### src/rtl/muldiv_pkg.sv
// Shared types and constants for the iterative RV32M multiply/divide unit.
package muldiv_pkg;

    localparam int MULDIV_XLEN = 32;
    localparam logic [MULDIV_XLEN-1:0] MULDIV_DIV0_QUOT    = {MULDIV_XLEN{1'b1}};
    localparam logic [MULDIV_XLEN-1:0] MULDIV_OVF_DIVIDEND = {1'b1, {(MULDIV_XLEN-1){1'b0}}};
    localparam logic [MULDIV_XLEN-1:0] MULDIV_OVF_DIVISOR  = {MULDIV_XLEN{1'b1}};

    typedef enum logic [2:0] {
        OP_MUL    = 3'd0,
        OP_MULH   = 3'd1,
        OP_MULHSU = 3'd2,
        OP_MULHU  = 3'd3,
        OP_DIV    = 3'd4,
        OP_DIVU   = 3'd5,
        OP_REM    = 3'd6,
        OP_REMU   = 3'd7
    } muldiv_op_t;

    typedef enum logic [1:0] {
        ST_IDLE  = 2'd0,
        ST_CALC  = 2'd1,
        ST_FIXUP = 2'd2,
        ST_DONE  = 2'd3
    } muldiv_state_t;

    function automatic logic op_signed_a(input muldiv_op_t op);
        return (op == OP_MULH) || (op == OP_MULHSU) || (op == OP_DIV) || (op == OP_REM);
    endfunction

    function automatic logic op_signed_b(input muldiv_op_t op);
        return (op == OP_MULH) || (op == OP_DIV) || (op == OP_REM);
    endfunction

endpackage

### src/rtl/muldiv_if.sv
// Issue/result bundle between the execute stage and the multiply/divide unit.
interface muldiv_if #(
    parameter int XLEN       = 32,
    parameter int REG_ADDR_W = 5
);
    logic                  start;
    logic [2:0]            op;
    logic [XLEN-1:0]       src_a;
    logic [XLEN-1:0]       src_b;
    logic [REG_ADDR_W-1:0] rd_in;
    logic                  flush;
    logic                  busy;
    logic                  done;
    logic [XLEN-1:0]       result;
    logic [REG_ADDR_W-1:0] rd_out;

    modport master (
        output start, op, src_a, src_b, rd_in, flush,
        input  busy, done, result, rd_out
    );

    modport slave (
        input  start, op, src_a, src_b, rd_in, flush,
        output busy, done, result, rd_out
    );
endinterface

### src/rtl/muldiv_step.sv
// One iteration of the CALC datapath: radix-2 shift-add multiply or
// restoring shift-subtract divide on unsigned magnitudes.
module muldiv_step #(
    parameter int XLEN = 32
) (
    input  logic              mul_mode,
    input  logic [2*XLEN-1:0] acc_in,
    input  logic [XLEN:0]     rem_in,
    input  logic [XLEN-1:0]   operand,
    output logic [2*XLEN-1:0] acc_out,
    output logic [XLEN:0]     rem_out
);
    logic [XLEN:0]   sum;
    logic [XLEN+1:0] rem_sh;
    logic [XLEN+1:0] diff;
    logic            ge;

    always_comb begin
        // multiply: acc = {partial product, remaining multiplier bits}
        sum     = {1'b0, acc_in[2*XLEN-1:XLEN]} + (acc_in[0] ? {1'b0, operand} : '0);
        // divide: low half of acc holds the dividend, shifted out MSB-first
        rem_sh  = {rem_in, acc_in[XLEN-1]};
        diff    = rem_sh - {2'b00, operand};
        ge      = ~diff[XLEN+1];
        if (mul_mode) begin
            acc_out = {sum, acc_in[XLEN-1:1]};
            rem_out = rem_in;
        end else begin
            acc_out = {acc_in[2*XLEN-1:XLEN], acc_in[XLEN-2:0], ge};
            rem_out = ge ? diff[XLEN:0] : rem_sh[XLEN:0];
        end
    end
endmodule

### src/rtl/muldiv_unit.sv
// Iterative RV32M multiply/divide unit with flush and one-cycle done pulse.
// Define MULDIV_FAST_MUL_EN for a single-cycle combinational multiplier.
//
// state    | meaning
// ST_IDLE  | waiting for start; operands decoded and latched on accept
// ST_CALC  | XLEN iterations of shift-add / shift-subtract
// ST_FIXUP | sign correction and result selection
// ST_DONE  | done pulse, result and rd_out valid
module muldiv_unit
    import muldiv_pkg::*;
#(
    parameter int XLEN       = 32,
    parameter int REG_ADDR_W = 5
) (
    input  logic    clk,
    input  logic    reset,
    muldiv_if.slave bus
);
    localparam int CNT_W = $clog2(XLEN + 1);
    // widen the package's reference constants to this instance's XLEN
    localparam logic [XLEN-1:0] DIV0_QUOT = {XLEN{MULDIV_DIV0_QUOT[0]}};
    localparam logic [XLEN-1:0] OVF_B     = {XLEN{MULDIV_OVF_DIVISOR[0]}};
    localparam logic [XLEN-1:0] OVF_A     = {MULDIV_OVF_DIVIDEND[MULDIV_XLEN-1],
                                             {(XLEN-1){MULDIV_OVF_DIVIDEND[0]}}};

    muldiv_state_t         state;
    muldiv_op_t            op_q;
    logic [REG_ADDR_W-1:0] rd_q;
    logic [REG_ADDR_W-1:0] rd_out_q;
    logic [XLEN-1:0]       operand_q;
    logic [XLEN-1:0]       result_q;
    logic [2*XLEN-1:0]     acc_q;
    logic [2*XLEN-1:0]     acc_nxt;
    logic [XLEN:0]         rem_q;
    logic [XLEN:0]         rem_nxt;
    logic [CNT_W-1:0]      cnt_q;
    logic                  sign_q;

    muldiv_op_t        op_in;
    logic              a_neg, b_neg, sign_in, is_div_in, div_zero, sgn_ovf;
    logic [XLEN-1:0]   mag_a, mag_b, special_res;
    logic [2*XLEN-1:0] prod_fix;
    logic [XLEN-1:0]   quot_fix, rem_fix, fix_res;

    always_comb begin
        op_in       = muldiv_op_t'(bus.op);
        a_neg       = op_signed_a(op_in) & bus.src_a[XLEN-1];
        b_neg       = op_signed_b(op_in) & bus.src_b[XLEN-1];
        mag_a       = a_neg ? -bus.src_a : bus.src_a;
        mag_b       = b_neg ? -bus.src_b : bus.src_b;
        // remainder follows the dividend's sign, everything else the XOR
        sign_in     = (op_in == OP_REM) ? a_neg : (a_neg ^ b_neg);
        is_div_in   = bus.op[2];
        div_zero    = is_div_in && (bus.src_b == '0);
        sgn_ovf     = ((op_in == OP_DIV) || (op_in == OP_REM)) &&
                      (bus.src_a == OVF_A) && (bus.src_b == OVF_B);
        if (div_zero) special_res = bus.op[1] ? bus.src_a : DIV0_QUOT;
        else          special_res = bus.op[1] ? '0 : bus.src_a;
    end

    always_comb begin
        prod_fix = sign_q ? -acc_q : acc_q;
        quot_fix = sign_q ? -acc_q[XLEN-1:0] : acc_q[XLEN-1:0];
        rem_fix  = sign_q ? -rem_q[XLEN-1:0] : rem_q[XLEN-1:0];
        case (op_q)
            OP_MUL:                      fix_res = prod_fix[XLEN-1:0];
            OP_MULH, OP_MULHSU, OP_MULHU: fix_res = prod_fix[2*XLEN-1:XLEN];
            OP_DIV, OP_DIVU:             fix_res = quot_fix;
            default:                     fix_res = rem_fix;
        endcase
    end

`ifdef MULDIV_FAST_MUL_EN
    logic [2*XLEN-1:0] fast_a, fast_b, fast_prod;
    logic [XLEN-1:0]   fast_res;

    always_comb begin
        fast_a    = {{XLEN{a_neg}}, bus.src_a};
        fast_b    = {{XLEN{b_neg}}, bus.src_b};
        fast_prod = fast_a * fast_b;
        fast_res  = (op_in == OP_MUL) ? fast_prod[XLEN-1:0] : fast_prod[2*XLEN-1:XLEN];
    end
`endif

    muldiv_step #(.XLEN(XLEN)) u_step (
        .mul_mode (~op_q[2]),
        .acc_in   (acc_q),
        .rem_in   (rem_q),
        .operand  (operand_q),
        .acc_out  (acc_nxt),
        .rem_out  (rem_nxt)
    );

    always_ff @(posedge clk or negedge reset) begin
        if (!reset) begin
            state     <= ST_IDLE;
            op_q      <= OP_MUL;
            rd_q      <= '0;
            rd_out_q  <= '0;
            operand_q <= '0;
            result_q  <= '0;
            acc_q     <= '0;
            rem_q     <= '0;
            cnt_q     <= '0;
            sign_q    <= 1'b0;
        end else if (bus.flush) begin
            state <= ST_IDLE;
        end else begin
            case (state)
                ST_IDLE: begin
                    if (bus.start) begin
                        op_q      <= op_in;
                        rd_q      <= bus.rd_in;
                        sign_q    <= sign_in;
                        operand_q <= mag_b;
                        acc_q     <= {{XLEN{1'b0}}, mag_a};
                        rem_q     <= '0;
                        cnt_q     <= CNT_W'(XLEN);
                        if (div_zero || sgn_ovf) begin
                            result_q <= special_res;
                            rd_out_q <= bus.rd_in;
                            state    <= ST_DONE;
                        end
`ifdef MULDIV_FAST_MUL_EN
                        else if (!is_div_in) begin
                            result_q <= fast_res;
                            rd_out_q <= bus.rd_in;
                            state    <= ST_DONE;
                        end
`endif
                        else begin
                            state <= ST_CALC;
                        end
                    end
                end
                ST_CALC: begin
                    acc_q <= acc_nxt;
                    rem_q <= rem_nxt;
                    cnt_q <= cnt_q - CNT_W'(1);
                    if (cnt_q == CNT_W'(1)) state <= ST_FIXUP;
                end
                ST_FIXUP: begin
                    result_q <= fix_res;
                    rd_out_q <= rd_q;
                    state    <= ST_DONE;
                end
                default: state <= ST_IDLE;
            endcase
        end
    end

    assign bus.busy   = (state != ST_IDLE);
    assign bus.done   = (state == ST_DONE) && !bus.flush;
    assign bus.result = result_q;
    assign bus.rd_out = rd_out_q;

endmodule
### src/flat_wrapper.sv
// flat-port wrapper written by rule: the top's interface ports become plain ports
module muldiv_unit_flat import muldiv_pkg::*;
#(
    parameter int XLEN       = 32,
    parameter int REG_ADDR_W = 5
)
  (clk, reset, bus_start, bus_op, bus_src_a, bus_src_b, bus_rd_in, bus_flush, bus_busy, bus_done, bus_result, bus_rd_out);
  muldiv_if #(.XLEN(XLEN), .REG_ADDR_W(REG_ADDR_W)) bus_i ();
  input  logic clk;
  input  logic reset;
  input wire logic [$bits(bus_i.start)-1:0] bus_start;
  input wire logic [$bits(bus_i.op)-1:0] bus_op;
  input wire logic [$bits(bus_i.src_a)-1:0] bus_src_a;
  input wire logic [$bits(bus_i.src_b)-1:0] bus_src_b;
  input wire logic [$bits(bus_i.rd_in)-1:0] bus_rd_in;
  input wire logic [$bits(bus_i.flush)-1:0] bus_flush;
  output wire logic [$bits(bus_i.busy)-1:0] bus_busy;
  output wire logic [$bits(bus_i.done)-1:0] bus_done;
  output wire logic [$bits(bus_i.result)-1:0] bus_result;
  output wire logic [$bits(bus_i.rd_out)-1:0] bus_rd_out;
  assign bus_i.start = bus_start;
  assign bus_i.op = bus_op;
  assign bus_i.src_a = bus_src_a;
  assign bus_i.src_b = bus_src_b;
  assign bus_i.rd_in = bus_rd_in;
  assign bus_i.flush = bus_flush;
  assign bus_busy = bus_i.busy;
  assign bus_done = bus_i.done;
  assign bus_result = bus_i.result;
  assign bus_rd_out = bus_i.rd_out;
  muldiv_unit #(.XLEN(XLEN), .REG_ADDR_W(REG_ADDR_W)) u_core (.clk(clk), .reset(reset), .bus(bus_i));
endmodule
### config.mk
export PLATFORM = sky130hd
export DESIGN_NAME = muldiv_unit_flat
export DESIGN_NICKNAME = d
export VERILOG_FILES = /design/src/rtl/muldiv_pkg.sv /design/src/rtl/muldiv_if.sv /design/src/rtl/muldiv_step.sv /design/src/rtl/muldiv_unit.sv /design/src/flat_wrapper.sv
export SDC_FILE = /design/constraint.sdc
export NUM_CORES = 1
export LEC_CHECK = 0
export BUFFER_PORTS_ARGS = -buffer_cell sky130_fd_sc_hd__buf_2
export CAP_MARGIN = 20
export CORE_MARGIN = 2
export CORE_UTILIZATION = 55
export CTS_CLUSTER_DIAMETER = 50
export DETAILED_ROUTE_END_ITERATION = 7
export MAX_ROUTING_LAYER = met4
export PLACE_DENSITY = 0.73
export SLEW_MARGIN = 20
export SYNTH_ARGS = -nofsm -noshare
export SYNTH_HDL_FRONTEND = slang
export SYNTH_HIERARCHICAL = 1
export SYNTH_SLANG_ARGS = --single-unit
### constraint.sdc
create_clock -name clk -period 7.21 [get_ports clk]
set_input_delay 1.0815 -clock clk [delete_from_list [all_inputs] [get_ports clk]]
set_output_delay 1.0815 -clock clk [all_outputs]
set_load 0.02 [all_outputs]
==> flow_metrics.tcl <==
set metrics [dict create \
    outcome "completed" \
    grt_pass1_wl_mm 97.6 \
    layout_commonest_cell "nand2_1" \
    final_cells 2702 \
    preCtsSetupSlack_ps 2950 \
    worst_pin_slew_ps 1170 \
    drc 0 \
    die_y_microns 184 \
    clockBufferDepth 2 \
    synth-seq-cells 183 \
    finalPower_mw 9.48 \
    cts.htree.levels 4 \
    fin_setup_tns_ps 0 \
    worst_r2r_endpoint "u_core/rem_q[32]" \
    rr_worst_depth 13 \
    seqCellArea_sq_mm 0.00458 \
    cts_resized 0 \
    grt-ovfl-total 0 \
    fin_ws_ps 2940 \
    area_growth_pct 7.37 \
    die-area_sq_mm 0.0338 \
    synth_cells 2277 \
    synth-edff-count 0 \
    critical_path.max_stage_delay_ps 660 \
    grt_start_max_net_pins 100 \
    yosysWarnings 6 \
    postCtsSetupRepairBufs 0 \
    drive_above_1_share_pct 11.9 \
    drtAntennaViolNets 0 \
    critPathLaunchType "register" \
    async_flop_share_pct 100 \
    hold_start "u_core/bus.result[16]" \
    gp_congestion 1.03 \
    fillers 2916 \
    finalHoldViolCount 0 \
    dp_hpwl_mm 45.4 \
    dr_total_vias 18300 \
    clk_pin_slew_ps 70 \
    multi_input_area_sq_mm 0.0124 \
    finalCritPeriodShare_pct 59.2 \
    cp_num_buf_inv 1 \
    grt_pass1_vias 16700 \
    grtUsageTotal_pct 38.2 \
    rsz0062_at_grt "false" \
    syn-num-nets 2431 \
    fmax_mhz 234 \
    r2r-start "u_core/acc_q[31]" \
    antennaDiodeCount 0 \
    antenna_found_initial 2 \
    numClockSinks 183 \
    layout.nets 2441 \
    cts_tree "yes" \
    slowest_stage "dfrtp_1" \
    wirelength_mm 62.8 \
    io-pin-count 115 \
    arrival_ps 4600 \
    drv_slew 0 \
    hold_class "reg2reg" \
    ys.flop_type "dfrtp_1" \
    setup_viol 0 \
    max_cap_violations 0 \
    hold-path-cell-count 2 \
    wl_per_cell_microns 23.2 \
    cts_buffers 17 \
    netlist_area_sq_mm 0.0178 \
    seq_area_frac_synth_pct 25.7 \
    skew_ps 12.1 \
    ctsHoldBuffers 0 \
    cpLargestDelayFamily "compound AO/OA/AOI/OAI gates" \
    drt-initial-drc-count 2365 \
    core-area_sq_mm 0.0317 \
    r2r_slack_ps 2940 \
    path_cells "inv_1, ha_1, fa_1, nand2b_1, a21oi_1, o21ai_0, and2_1, o211ai_1, a221oi_1, a2111oi_0, or4_1, a31oi_1, a22o_1" \
    rows 65 \
    worstHoldEndpoint "u_core/bus.result[16]" \
    p_per_area_mw_per_mm2 496 \
    start_util_pct 56.1 \
    timing.slew.headroom_pct 22.0 \
    die_w_microns 184 \
    final_cell_mix "nand2_1, o21ai_0, dfrtp_1" \
    ys_types 91 \
    p_leak_nw 8.25 \
    dp.cells 2670 \
    port_buffers 114 \
    critPathKind "reg2reg" \
    avgSynthCellArea_sq_um 7.82 \
    clockRootBuffer "clkbuf_16" \
    clk_latency_ps 460 \
    max-vdd-ir-drop_mv 0.356 \
    required_ps 7550 \
    firstDrtPassIters 6 \
    end_kind "register" \
    viasPerCell 6.79 \
    critical_path.max_fanout 10 \
    period_minus_slack_ps 4270 \
]
synth_stat cells, types with 33 or more instances:
cell	n	area [sq um]
dfrtp_1	183	4580
a21o_1	44	330
or3_1	34	213
o31ai_1	35	263
mux2_2	54	608
inv_1	73	274
o21ai_0	193	966
a22o_1	65	569
nor2_1	172	646
nor3_1	71	355
clkbuf_1	121	454
mux2i_1	52	521
and2_1	42	263
nand2_1	243	912
nor4_1	43	269
a21oi_1	159	796
nand3_1	33	165
ha_1	76	951
a31oi_1	37	231
xnor2_1	82	718
xor2_1	65	569
routing by layer:
layer / wire length (microns) / up-vias / track usage [%]
met1: 27100 / 8748 / 52.8
li1: - / 8444 / -
met3: 5980 / 134 / 5.82
met2: 27600 / 1011 / 56.8
met5: 0 / - / -
met4: 2160 / 0 / 14.1
worst max path at each step:
| stage | cells after the start | endpoint | from |
|---|---|---|---|
| 6_report | 13 | u_core/rem_q[32] | u_core/acc_q[31] |
| 5_1_grt | 13 | u_core/rem_q[32] | u_core/acc_q[31] |
| 4_1_cts | 13 | u_core/acc_q[57] | u_core/acc_q[0] |
| 3_5_place_dp | 13 | u_core/acc_q[59] | u_core/acc_q[0] |
| 3_3_place_gp | 13 | u_core/acc_q[59] | u_core/acc_q[0] |
| 2_1_floorplan | 13 | u_core/acc_q[59] | u_core/acc_q[0] |
sequential cells by signal, indices dropped and copies added, names as in the netlist:
name               cells
u_core/rd_q            5
u_core/bus.rd_out      5
u_core/op_q            3
u_core/acc_q          64
u_core/operand_q      32
u_core/state           2
u_core/rem_q          33
u_core/sign_q          1
u_core/cnt_q           6
u_core/bus.result     32
worst register-to-register path, stage by stage, from the launching register on:
cell and delay (ps):
dfrtp_1 660, inv_1 170, ha_1 270, fa_1 410, nand2b_1 180, a21oi_1 280, o21ai_0 260, and2_1 280
o211ai_1 450, a221oi_1 150, a2111oi_0 550, or4_1 190, a31oi_1 80, a22o_1 220
report_power, final:
part / internal, mW / switching, mW / leakage [nW]
clock network: 0.480 / 0.442 / 0.270
logic: 2.40 / 3.79 / 5.61
registers: 1.44 / 0.929 / 2.37
area by class of cell:
cell class                 instances  area share (%)
multi-input combinational       1868            64.9
clock inverter                     9           0.360
tap                              402            2.63
clock buffer                      23            2.55
inverter                          77            1.52
sequential                       183            24.0
timing repair buffer             140            4.12
through the flow:
| stage | util (%) | hold slack, ps | instance area, sq um |
|---|---|---|---|
| 3_3_place_gp | 58.5 | 457 | 18600 |
| 3_5_place_dp | 58.5 | 466 | 18600 |
| 6_report | 60.3 | 471 | 19100 |
| 4_1_cts | 60.3 | 480 | 19100 |
| 2_1_floorplan | - | 445 | 17800 |
| 5_1_grt | 60.3 | 498 | 19100 |
logic make-up after synthesis:
family | share of synthesized area [%]
multiplexers | 6.42
buffers and inverters | 4.92
adder cells (fa/ha/maj) | 7.14
XOR/XNOR | 7.23
AND/OR/NAND/NOR | 21.8
flip-flops | 25.7
AO/OA/AOI/OAI | 26.7
Note: power is estimated with default switching activity, not from simulation.
